## src/rtl/nrdiv_sched_if.sv

```systemverilog
// Requester, divider and response signals of the NR_Div scheduler.
// Latency: none (wiring only).
// Backpressure: none; the scheduler master paces requesters via gnt/req_pop.
interface nrdiv_sched_if #(
    parameter int Block = 128
);
    logic [1:0]       req_valid;
    logic [1:0]       gnt;
    logic [Block-1:0] req0_dividend;
    logic [Block-1:0] req1_dividend;
    logic [Block-1:0] req0_divisor;
    logic [Block-1:0] req1_divisor;
    logic [1:0]       req_pop;
    logic             div_valid_in;
    logic             div_data_vld_in;
    logic [Block-1:0] div_dividend;
    logic [Block-1:0] div_divisor;
    logic [Block-1:0] div_quotient;
    logic             div_data_vld_out;
    logic [Block-1:0] rsp_quot;
    logic             rsp_vld;
    logic             rsp_id;
    logic             rsp_last;
    logic             timeout;
    logic             spurious;

    // Scheduler side.
    modport master (
        input  req_valid, req0_dividend, req1_dividend, req0_divisor, req1_divisor,
        input  div_quotient, div_data_vld_out,
        output gnt, req_pop, div_valid_in, div_data_vld_in, div_dividend, div_divisor,
        output rsp_quot, rsp_vld, rsp_id, rsp_last, timeout, spurious
    );

    // Requester / divider side.
    modport slave (
        output req_valid, req0_dividend, req1_dividend, req0_divisor, req1_divisor,
        output div_quotient, div_data_vld_out,
        input  gnt, req_pop, div_valid_in, div_data_vld_in, div_dividend, div_divisor,
        input  rsp_quot, rsp_vld, rsp_id, rsp_last, timeout, spurious
    );
endinterface

```

## src/rtl/nrdiv_sched.sv

```systemverilog
// Round-robin two-requester scheduler/sequencer for the shared NR_Div divider.
// Latency: grant+start 1 cycle after request, operands streamed next 32 cycles, rsp 1 cycle after quotient.
// Backpressure: none toward the divider; requesters hold req_valid until gnt and advance on req_pop.
module nrdiv_sched #(
    parameter int Block   = 128,
    parameter int N_BLK   = 32,
    parameter int M_BLK   = 16,
    parameter int TIMEOUT = 4096
) (
    input logic          clk,
    input logic          rst_n,
    nrdiv_sched_if.master bus
);
    localparam int BW  = $clog2(N_BLK);
    localparam int QW  = $clog2(M_BLK);
    localparam int WDW = $clog2(TIMEOUT + 1);

    typedef enum logic [1:0] {IDLE, START, FEED, WAIT} state_t;

    state_t           state;
    logic             id;        // requester currently being served
    logic             last_srv;  // requester served last; reset makes requester 0 win a tie
    logic [BW-1:0]    blk;       // dividend block index being presented to the divider
    logic [QW-1:0]    qcnt;      // quotient blocks received so far
    logic [WDW-1:0]   wd;        // cycles since START, START included
    logic [Block-1:0] sel_dvd;
    logic [Block-1:0] sel_dvs;
    logic             nxt_id;
    logic             collect;
    logic             q_last;
    logic             wd_exp;

    assign sel_dvd = id ? bus.req1_dividend : bus.req0_dividend;
    assign sel_dvs = id ? bus.req1_divisor  : bus.req0_divisor;
    assign nxt_id  = (&bus.req_valid) ? ~last_srv : bus.req_valid[1];
    assign collect = (state == FEED) || (state == WAIT);
    assign q_last  = collect && bus.div_data_vld_out && (qcnt == QW'(M_BLK - 1));
    assign wd_exp  = (wd == WDW'(TIMEOUT));

    // One pop per block taken: START captures block 0, FEED k captures block k+1.
    assign bus.req_pop = ((state == START) || ((state == FEED) && (blk != BW'(N_BLK - 1))))
                         ? bus.gnt : 2'b00;

    // Arbitration, operand sequencing, quotient collection and watchdog.
    always_ff @(posedge clk or negedge rst_n) begin
        if (!rst_n) begin
            state               <= IDLE;
            id                  <= 1'b0;
            last_srv            <= 1'b1;
            blk                 <= '0;
            qcnt                <= '0;
            wd                  <= '0;
            bus.gnt             <= 2'b00;
            bus.div_valid_in    <= 1'b0;
            bus.div_data_vld_in <= 1'b0;
            bus.div_dividend    <= '0;
            bus.div_divisor     <= '0;
            bus.rsp_quot        <= '0;
            bus.rsp_vld         <= 1'b0;
            bus.rsp_id          <= 1'b0;
            bus.rsp_last        <= 1'b0;
            bus.timeout         <= 1'b0;
            bus.spurious        <= 1'b0;
        end else begin
            bus.div_valid_in <= 1'b0;
            bus.rsp_vld      <= 1'b0;
            bus.rsp_last     <= 1'b0;
            bus.timeout      <= 1'b0;
            bus.spurious     <= 1'b0;

            case (state)
                IDLE: begin
                    // Late quotients after an abort land here.
                    if (bus.div_data_vld_out) begin
                        bus.spurious <= 1'b1;
                    end
                    if (|bus.req_valid) begin
                        id               <= nxt_id;
                        bus.gnt          <= {nxt_id, ~nxt_id};
                        bus.div_valid_in <= 1'b1;
                        wd               <= WDW'(1);
                        qcnt             <= '0;
                        state            <= START;
                    end
                end
                START: begin
                    bus.div_data_vld_in <= 1'b1;
                    bus.div_dividend    <= sel_dvd;
                    bus.div_divisor     <= sel_dvs;
                    blk                 <= '0;
                    wd                  <= wd + WDW'(1);
                    state               <= FEED;
                end
                FEED: begin
                    wd <= wd + WDW'(1);
                    if (blk == BW'(N_BLK - 1)) begin
                        bus.div_data_vld_in <= 1'b0;
                        bus.div_dividend    <= '0;
                        bus.div_divisor     <= '0;
                        state               <= WAIT;
                    end else begin
                        bus.div_dividend <= sel_dvd;
                        // Only the first M_BLK blocks carry divisor; the rest are zero-padded.
                        bus.div_divisor  <= (blk < BW'(M_BLK - 1)) ? sel_dvs : '0;
                        blk              <= blk + BW'(1);
                    end
                end
                WAIT: begin
                    wd <= wd + WDW'(1);
                end
                default: state <= IDLE;
            endcase

            // Quotients are accepted as soon as feeding starts.
            if (collect && bus.div_data_vld_out) begin
                bus.rsp_quot <= bus.div_quotient;
                bus.rsp_vld  <= 1'b1;
                bus.rsp_id   <= id;
                qcnt         <= qcnt + QW'(1);
            end

            // Completion wins over a watchdog expiry in the same cycle.
            if (q_last) begin
                bus.rsp_last        <= 1'b1;
                bus.gnt             <= 2'b00;
                last_srv            <= id;
                bus.div_data_vld_in <= 1'b0;
                bus.div_dividend    <= '0;
                bus.div_divisor     <= '0;
                state               <= IDLE;
            end else if ((state != IDLE) && wd_exp) begin
                bus.timeout         <= 1'b1;
                bus.gnt             <= 2'b00;
                bus.div_valid_in    <= 1'b0;
                bus.div_data_vld_in <= 1'b0;
                bus.div_dividend    <= '0;
                bus.div_divisor     <= '0;
                state               <= IDLE;
            end
        end
    end
endmodule
```

## src/flat_wrapper.sv

```systemverilog
// flat-port wrapper written by rule: the top's interface ports become plain ports
module nrdiv_sched_flat 
#(
    parameter int Block   = 128,
    parameter int N_BLK   = 32,
    parameter int M_BLK   = 16,
    parameter int TIMEOUT = 4096
)
  (clk, rst_n, bus_req_valid, bus_req0_dividend, bus_req1_dividend, bus_req0_divisor, bus_req1_divisor, bus_div_quotient, bus_div_data_vld_out, bus_gnt, bus_req_pop, bus_div_valid_in, bus_div_data_vld_in, bus_div_dividend, bus_div_divisor, bus_rsp_quot, bus_rsp_vld, bus_rsp_id, bus_rsp_last, bus_timeout, bus_spurious);
  nrdiv_sched_if #(.Block(Block)) bus_i ();
  input logic clk;
  input logic rst_n;
  input wire logic [$bits(bus_i.req_valid)-1:0] bus_req_valid;
  input wire logic [$bits(bus_i.req0_dividend)-1:0] bus_req0_dividend;
  input wire logic [$bits(bus_i.req1_dividend)-1:0] bus_req1_dividend;
  input wire logic [$bits(bus_i.req0_divisor)-1:0] bus_req0_divisor;
  input wire logic [$bits(bus_i.req1_divisor)-1:0] bus_req1_divisor;
  input wire logic [$bits(bus_i.div_quotient)-1:0] bus_div_quotient;
  input wire logic [$bits(bus_i.div_data_vld_out)-1:0] bus_div_data_vld_out;
  output wire logic [$bits(bus_i.gnt)-1:0] bus_gnt;
  output wire logic [$bits(bus_i.req_pop)-1:0] bus_req_pop;
  output wire logic [$bits(bus_i.div_valid_in)-1:0] bus_div_valid_in;
  output wire logic [$bits(bus_i.div_data_vld_in)-1:0] bus_div_data_vld_in;
  output wire logic [$bits(bus_i.div_dividend)-1:0] bus_div_dividend;
  output wire logic [$bits(bus_i.div_divisor)-1:0] bus_div_divisor;
  output wire logic [$bits(bus_i.rsp_quot)-1:0] bus_rsp_quot;
  output wire logic [$bits(bus_i.rsp_vld)-1:0] bus_rsp_vld;
  output wire logic [$bits(bus_i.rsp_id)-1:0] bus_rsp_id;
  output wire logic [$bits(bus_i.rsp_last)-1:0] bus_rsp_last;
  output wire logic [$bits(bus_i.timeout)-1:0] bus_timeout;
  output wire logic [$bits(bus_i.spurious)-1:0] bus_spurious;
  assign bus_i.req_valid = bus_req_valid;
  assign bus_i.req0_dividend = bus_req0_dividend;
  assign bus_i.req1_dividend = bus_req1_dividend;
  assign bus_i.req0_divisor = bus_req0_divisor;
  assign bus_i.req1_divisor = bus_req1_divisor;
  assign bus_i.div_quotient = bus_div_quotient;
  assign bus_i.div_data_vld_out = bus_div_data_vld_out;
  assign bus_gnt = bus_i.gnt;
  assign bus_req_pop = bus_i.req_pop;
  assign bus_div_valid_in = bus_i.div_valid_in;
  assign bus_div_data_vld_in = bus_i.div_data_vld_in;
  assign bus_div_dividend = bus_i.div_dividend;
  assign bus_div_divisor = bus_i.div_divisor;
  assign bus_rsp_quot = bus_i.rsp_quot;
  assign bus_rsp_vld = bus_i.rsp_vld;
  assign bus_rsp_id = bus_i.rsp_id;
  assign bus_rsp_last = bus_i.rsp_last;
  assign bus_timeout = bus_i.timeout;
  assign bus_spurious = bus_i.spurious;
  nrdiv_sched #(.Block(Block), .N_BLK(N_BLK), .M_BLK(M_BLK), .TIMEOUT(TIMEOUT)) u_core (.clk(clk), .rst_n(rst_n), .bus(bus_i));
endmodule
```

## config.mk

```make
export PLATFORM = sky130hd
export DESIGN_NAME = nrdiv_sched_flat
export DESIGN_NICKNAME = d
export VERILOG_FILES = /design/src/rtl/nrdiv_sched_if.sv /design/src/rtl/nrdiv_sched.sv /design/src/flat_wrapper.sv
export SDC_FILE = /design/constraint.sdc
export NUM_CORES = 1
export LEC_CHECK = 0
export CORE_AREA = 2 2 410 412
export DETAILED_ROUTE_END_ITERATION = 6
export DIE_AREA = 0 0 412 414
export PLACE_DENSITY = 0.38
export SLEW_MARGIN = 30
export SYNTH_ARGS = -nofsm -noshare
export SYNTH_HDL_FRONTEND = slang
export SYNTH_SLANG_ARGS = --single-unit
```

## constraint.sdc

```tcl
create_clock -name clk -period 3.2 [get_ports clk]
set_input_delay 0.48 -clock clk [delete_from_list [all_inputs] [get_ports clk]]
set_output_delay 0.48 -clock clk [all_outputs]
set_load 0.01 [all_outputs]
```

==> metrics.md <==
| Metric | Value |
|---|---|
| Status | completed |
| Final worst setup slack | 0.380 ns |
| Total I/O pin count | 1040 |
| Slew at the pin with the worst max-slew slack | 0.776 ns |
| Weighted congestion at the end of routability-driven global placement | 0.840 |
| First-pass GRT wire length | 162 mm |
| Most used standard cells in the synthesized netlist | 678 x sky130_fd_sc_hd__nand2_1, 418 x sky130_fd_sc_hd__dfrtp_1, 262 x sky130_fd_sc_hd__mux2i_1 |
| Count of state elements after synthesis | 419 |
| Post-route cell area | 36000 µm² |
| Sum of negative setup slack | 0 ns |
| Most frequently used cell type in the post-synthesis netlist | sky130_fd_sc_hd__nand2_1 |
| Power density of the placed cells | 1010 nW/µm² |
| Most used cell along the critical path | sky130_fd_sc_hd__ha_1 |
| Static leakage | 15.4 nW |
| Most common flop cell mapped by yosys | sky130_fd_sc_hd__dfrtp_1 |
| Synthesis Warnings | 0 |
| Largest net degree at the start of global routing | 133 |
| Clock latency reported for the late side of the worst-skew pair | 0.68 ns |
| Number of nets still failing antenna checks after routing | 0 |
| Number of levels in the clock H-tree | 2 |
| Total via count after detailed routing | 18100 |
| Req. time, crit path | 2.72 ns |
| Tcrit/Tclk final | 88.1% |
| Endpoint kind of the worst setup timing path | output pin |
| Final Slew Violations | 0 |
| TritonCTS clock tree | built |
| Reg-to-Reg End | u_core.bus.div_divisor[75]$_DFFE_PN0P_ |
| Core area | 166000 µm² |
| Clock period minus final worst setup slack | 2.82 ns |
| CTS Sinks | 419 |
| Initial core utilization | 12.2% |
| Antenna violations before repair | 83 |
| Number of buffers added on ports | 1039 |
| Final layout net count | 3578 |
| Total length of routed wires | 120 mm |
| Die Wd | 412 µm |
| Kind of start point of the critical path | flop |
| Clock Pin Slew Worst Setup and Hold Paths | 0.06 ns |
| DRC violation total after the first TritonRoute iteration | 898 |
| Avg Vias per Cell | 3.48 |
| Max_cap viols | 0 |
| GRT Overall Usage | 13.6% |
| DPL Wire Length | 99.4 mm |
| Achievable Freq | 0.355 GHz |
| Tightest slew margin relative to the limit | 48.3% |
| Post-Place Cell Area | 33800 µm² |
| Slowest cell on the critical path | sky130_fd_sc_hd__dfrtp_1 |
| Worst Path Class, Setup | flop to output pin |
| Cell Area, Synth | 20300 µm² |
| Final standard cell utilization of the core | 21.6% |
| Endpoints failing setup | 0 |
| Die height | 414 µm |
| Max Clock Skew | 0.0278 ns |
| Max incr delay on CP | 0.42 ns |
| DRC Markers | 0 |
| Arrival time reported for the critical path endpoint | 2.34 ns |
| Layout overhead on the synthesized area | 77.4% |
| Count of flip-flops with a built-in enable after synthesis | 0 |
| CTS root buf | sky130_fd_sc_hd__clkbuf_16 |
| Number of CTS-inserted buffers | 61 |
| Top fanout value on the critical path | 6 |
| Critical Path Sink | bus_req_pop[1] |
| Maximum resistive drop on vdd | 0.435 mV |
| Pre-Repair DR Iteration Count | 5 |
| Async set or reset register ratio after synthesis | 100% |
| CP startpoint | u_core.blk[0]$_DFFE_PN0P_ |
| CTS max path bufs | 3 |
| Largest cells by area after synthesis | sky130_fd_sc_hd__dfrtp_1 52%, sky130_fd_sc_hd__o31ai_2 14%, sky130_fd_sc_hd__mux2i_1 13%, sky130_fd_sc_hd__nand2_1 13%, sky130_fd_sc_hd__buf_6 1.5% |
| Biggest area consumer among synthesized cells | sky130_fd_sc_hd__dfrtp_1 |
| Setup repair after global routing missed its margin | false |
| Slack of the worst reg-to-reg path | 0.39 ns |
| Net count of the mapped netlist | 2524 |
| Cells after synthesis | 1870 |
| Worst min-delay path class | input port to flop |
| Source of the worst register-to-register timing path | u_core.state[0]$_DFFE_PN0P_ |
| Critical path cell sequence | ha_1, and3_1, ha_1, nor2b_4, o21a_1, dlygate4sd2_1 |
| Overflow left after global routing | 0 |
| Mapped Avg Cell Area | 10.8 µm² |
| Final Hold Fails | 0 |
| Share of the yosys chip area belonging to registers | 51.7% |
| Proportion of layout cells with a drive suffix above 1 | 15.2% |
| Register-to-Register Path Depth | 9 |
| Area share of the leading cell type in the synthesized netlist | 51.6% |
| Number of different library cells in the post-synthesis netlist | 44 |
| Number of global-route vias before repair | 18900 |
| Die Footprint | 171000 µm² |
| Dpl ws | 0.354 ns |
| Cell row count | 150 |
| Post-DR wirelength/cell | 23.2 µm |
## registers in the layout, indices dropped and copies added, names as in the netlist, 2 cells and up
name,count
u_core.bus.rsp_quot,128
u_core.qcnt,4
u_core.bus.div_dividend,128
u_core.blk,5
u_core.wd,13
u_core.bus.div_divisor,128
u_core.bus.gnt,2
u_core.state,2
## layout make-up
cell class                      count  area (µm²)
Tap cell                         2204        2760
Inverter                            9        36.3
Timing Repair Buffer             1137       11500
Clock buffer                       83        1770
Multi-Input combinational cell   1296        8980
Fill cell                       18300      130000
Clock inverter                     32         389
Sequential cell                   419       10500
Antenna cell                       22        55.1
## layer usage
metal  track usage, %  wire length, µm  vias up
li1                 -                -     8612
met1             15.2            46500     8551
met2             23.7            60200      649
met3             5.05             9970      214
met4             4.39             3290       76
met5                0              463        -
## cell families after synthesis
group | synth area share (%)
and+or+nand+nor | 14.1
DFF | 51.7
AOI/OAI and AO/OA | 16.4
muxes | 13.0
buffers and inverters | 4.20
adders and majority gates | 0.555
## worst min-delay path by stage
stage / startpoint / end / slack [ns] / depth (start not counted)
finish: bus_div_quotient[107] / u_core.bus.rsp_quot[107]$_DFFE_PN0P_ / 0.32 / 3
global route: bus_div_quotient[115] / u_core.bus.rsp_quot[115]$_DFFE_PN0P_ / 0.27 / 3
CTS: bus_div_quotient[107] / u_core.bus.rsp_quot[107]$_DFFE_PN0P_ / 0.24 / 3
detailed placement: u_core.last_srv$_DFFE_PN1P_ / u_core.last_srv$_DFFE_PN1P_ / 0.46 / 2
global placement: u_core.bus.rsp_quot[102]$_DFFE_PN0P_ / u_core.bus.rsp_quot[102]$_DFFE_PN0P_ / 0.46 / 2
floorplan: rst_n / u_core.blk[0]$_DFFE_PN0P_ / 0.18 / 0
## stage by stage
stage,hold slack (ns),total power [mW],instances
2_1_floorplan,0.184,19.3,1870
3_3_place_gp,0.456,29.5,5063
3_5_place_dp,0.459,29.6,5063
4_1_cts,0.237,37.2,5180
5_1_grt,0.267,38.7,5195
6_report,0.321,36.2,5202
## cells in the final DEF, fill, tap and decap left out, types with 3 or more instances in the layout
master / synthesis / final
sky130_fd_sc_hd__clkdlybuf4s50_1: 0 / 1035
sky130_fd_sc_hd__nand2_1: 678 / 676
sky130_fd_sc_hd__dfrtp_1: 418 / 417
sky130_fd_sc_hd__mux2i_1: 262 / 262
sky130_fd_sc_hd__o31ai_2: 230 / 230
sky130_fd_sc_hd__buf_4: 1 / 67
sky130_fd_sc_hd__clkbuf_16: 0 / 62
sky130_fd_sc_hd__o31ai_1: 32 / 32
sky130_fd_sc_hd__buf_12: 0 / 30
sky130_fd_sc_hd__diode_2: 0 / 22
sky130_fd_sc_hd__o21ai_0: 19 / 19
sky130_fd_sc_hd__clkinv_2: 0 / 15
sky130_fd_sc_hd__clkbuf_8: 0 / 14
sky130_fd_sc_hd__nand3_1: 13 / 13
sky130_fd_sc_hd__ha_1: 9 / 9
sky130_fd_sc_hd__inv_1: 7 / 7
sky130_fd_sc_hd__nor2_1: 7 / 7
sky130_fd_sc_hd__clkbuf_1: 59 / 7
sky130_fd_sc_hd__bufinv_16: 0 / 7
sky130_fd_sc_hd__nor3_1: 6 / 6
sky130_fd_sc_hd__and3_1: 5 / 4
sky130_fd_sc_hd__clkinv_4: 0 / 4
sky130_fd_sc_hd__nor2b_1: 4 / 3
sky130_fd_sc_hd__a22o_1: 3 / 3
## worst max-delay path: cells and delay by family, from the launching register on
family	cells	cell delay (ns)
AOI/OAI and AO/OA	1	0.12
buffers and inverters	1	0.28
DFF	1	0.42
adders and majority gates	2	0.49
and+or+nand+nor	2	0.36
## where the power goes
| part | leakage [nW] | internal, mW | switching, mW | total, mW |
|---|---|---|---|---|
| Sequential | 5.18 | 7.91 | 1.81 | 9.71 |
| Combinational | 9.10 | 9.44 | 9.80 | 19.2 |
| Clock | 1.07 | 4.44 | 2.85 | 7.29 |
## what timing repair did
item,CTS,global route
endpoints found under the hold margin,30,0
hold buffers,1,0
resized for setup,4,0
buffers inserted,1,0
setup endpoints to repair,2,0
Power figures use the tool's default switching activity.
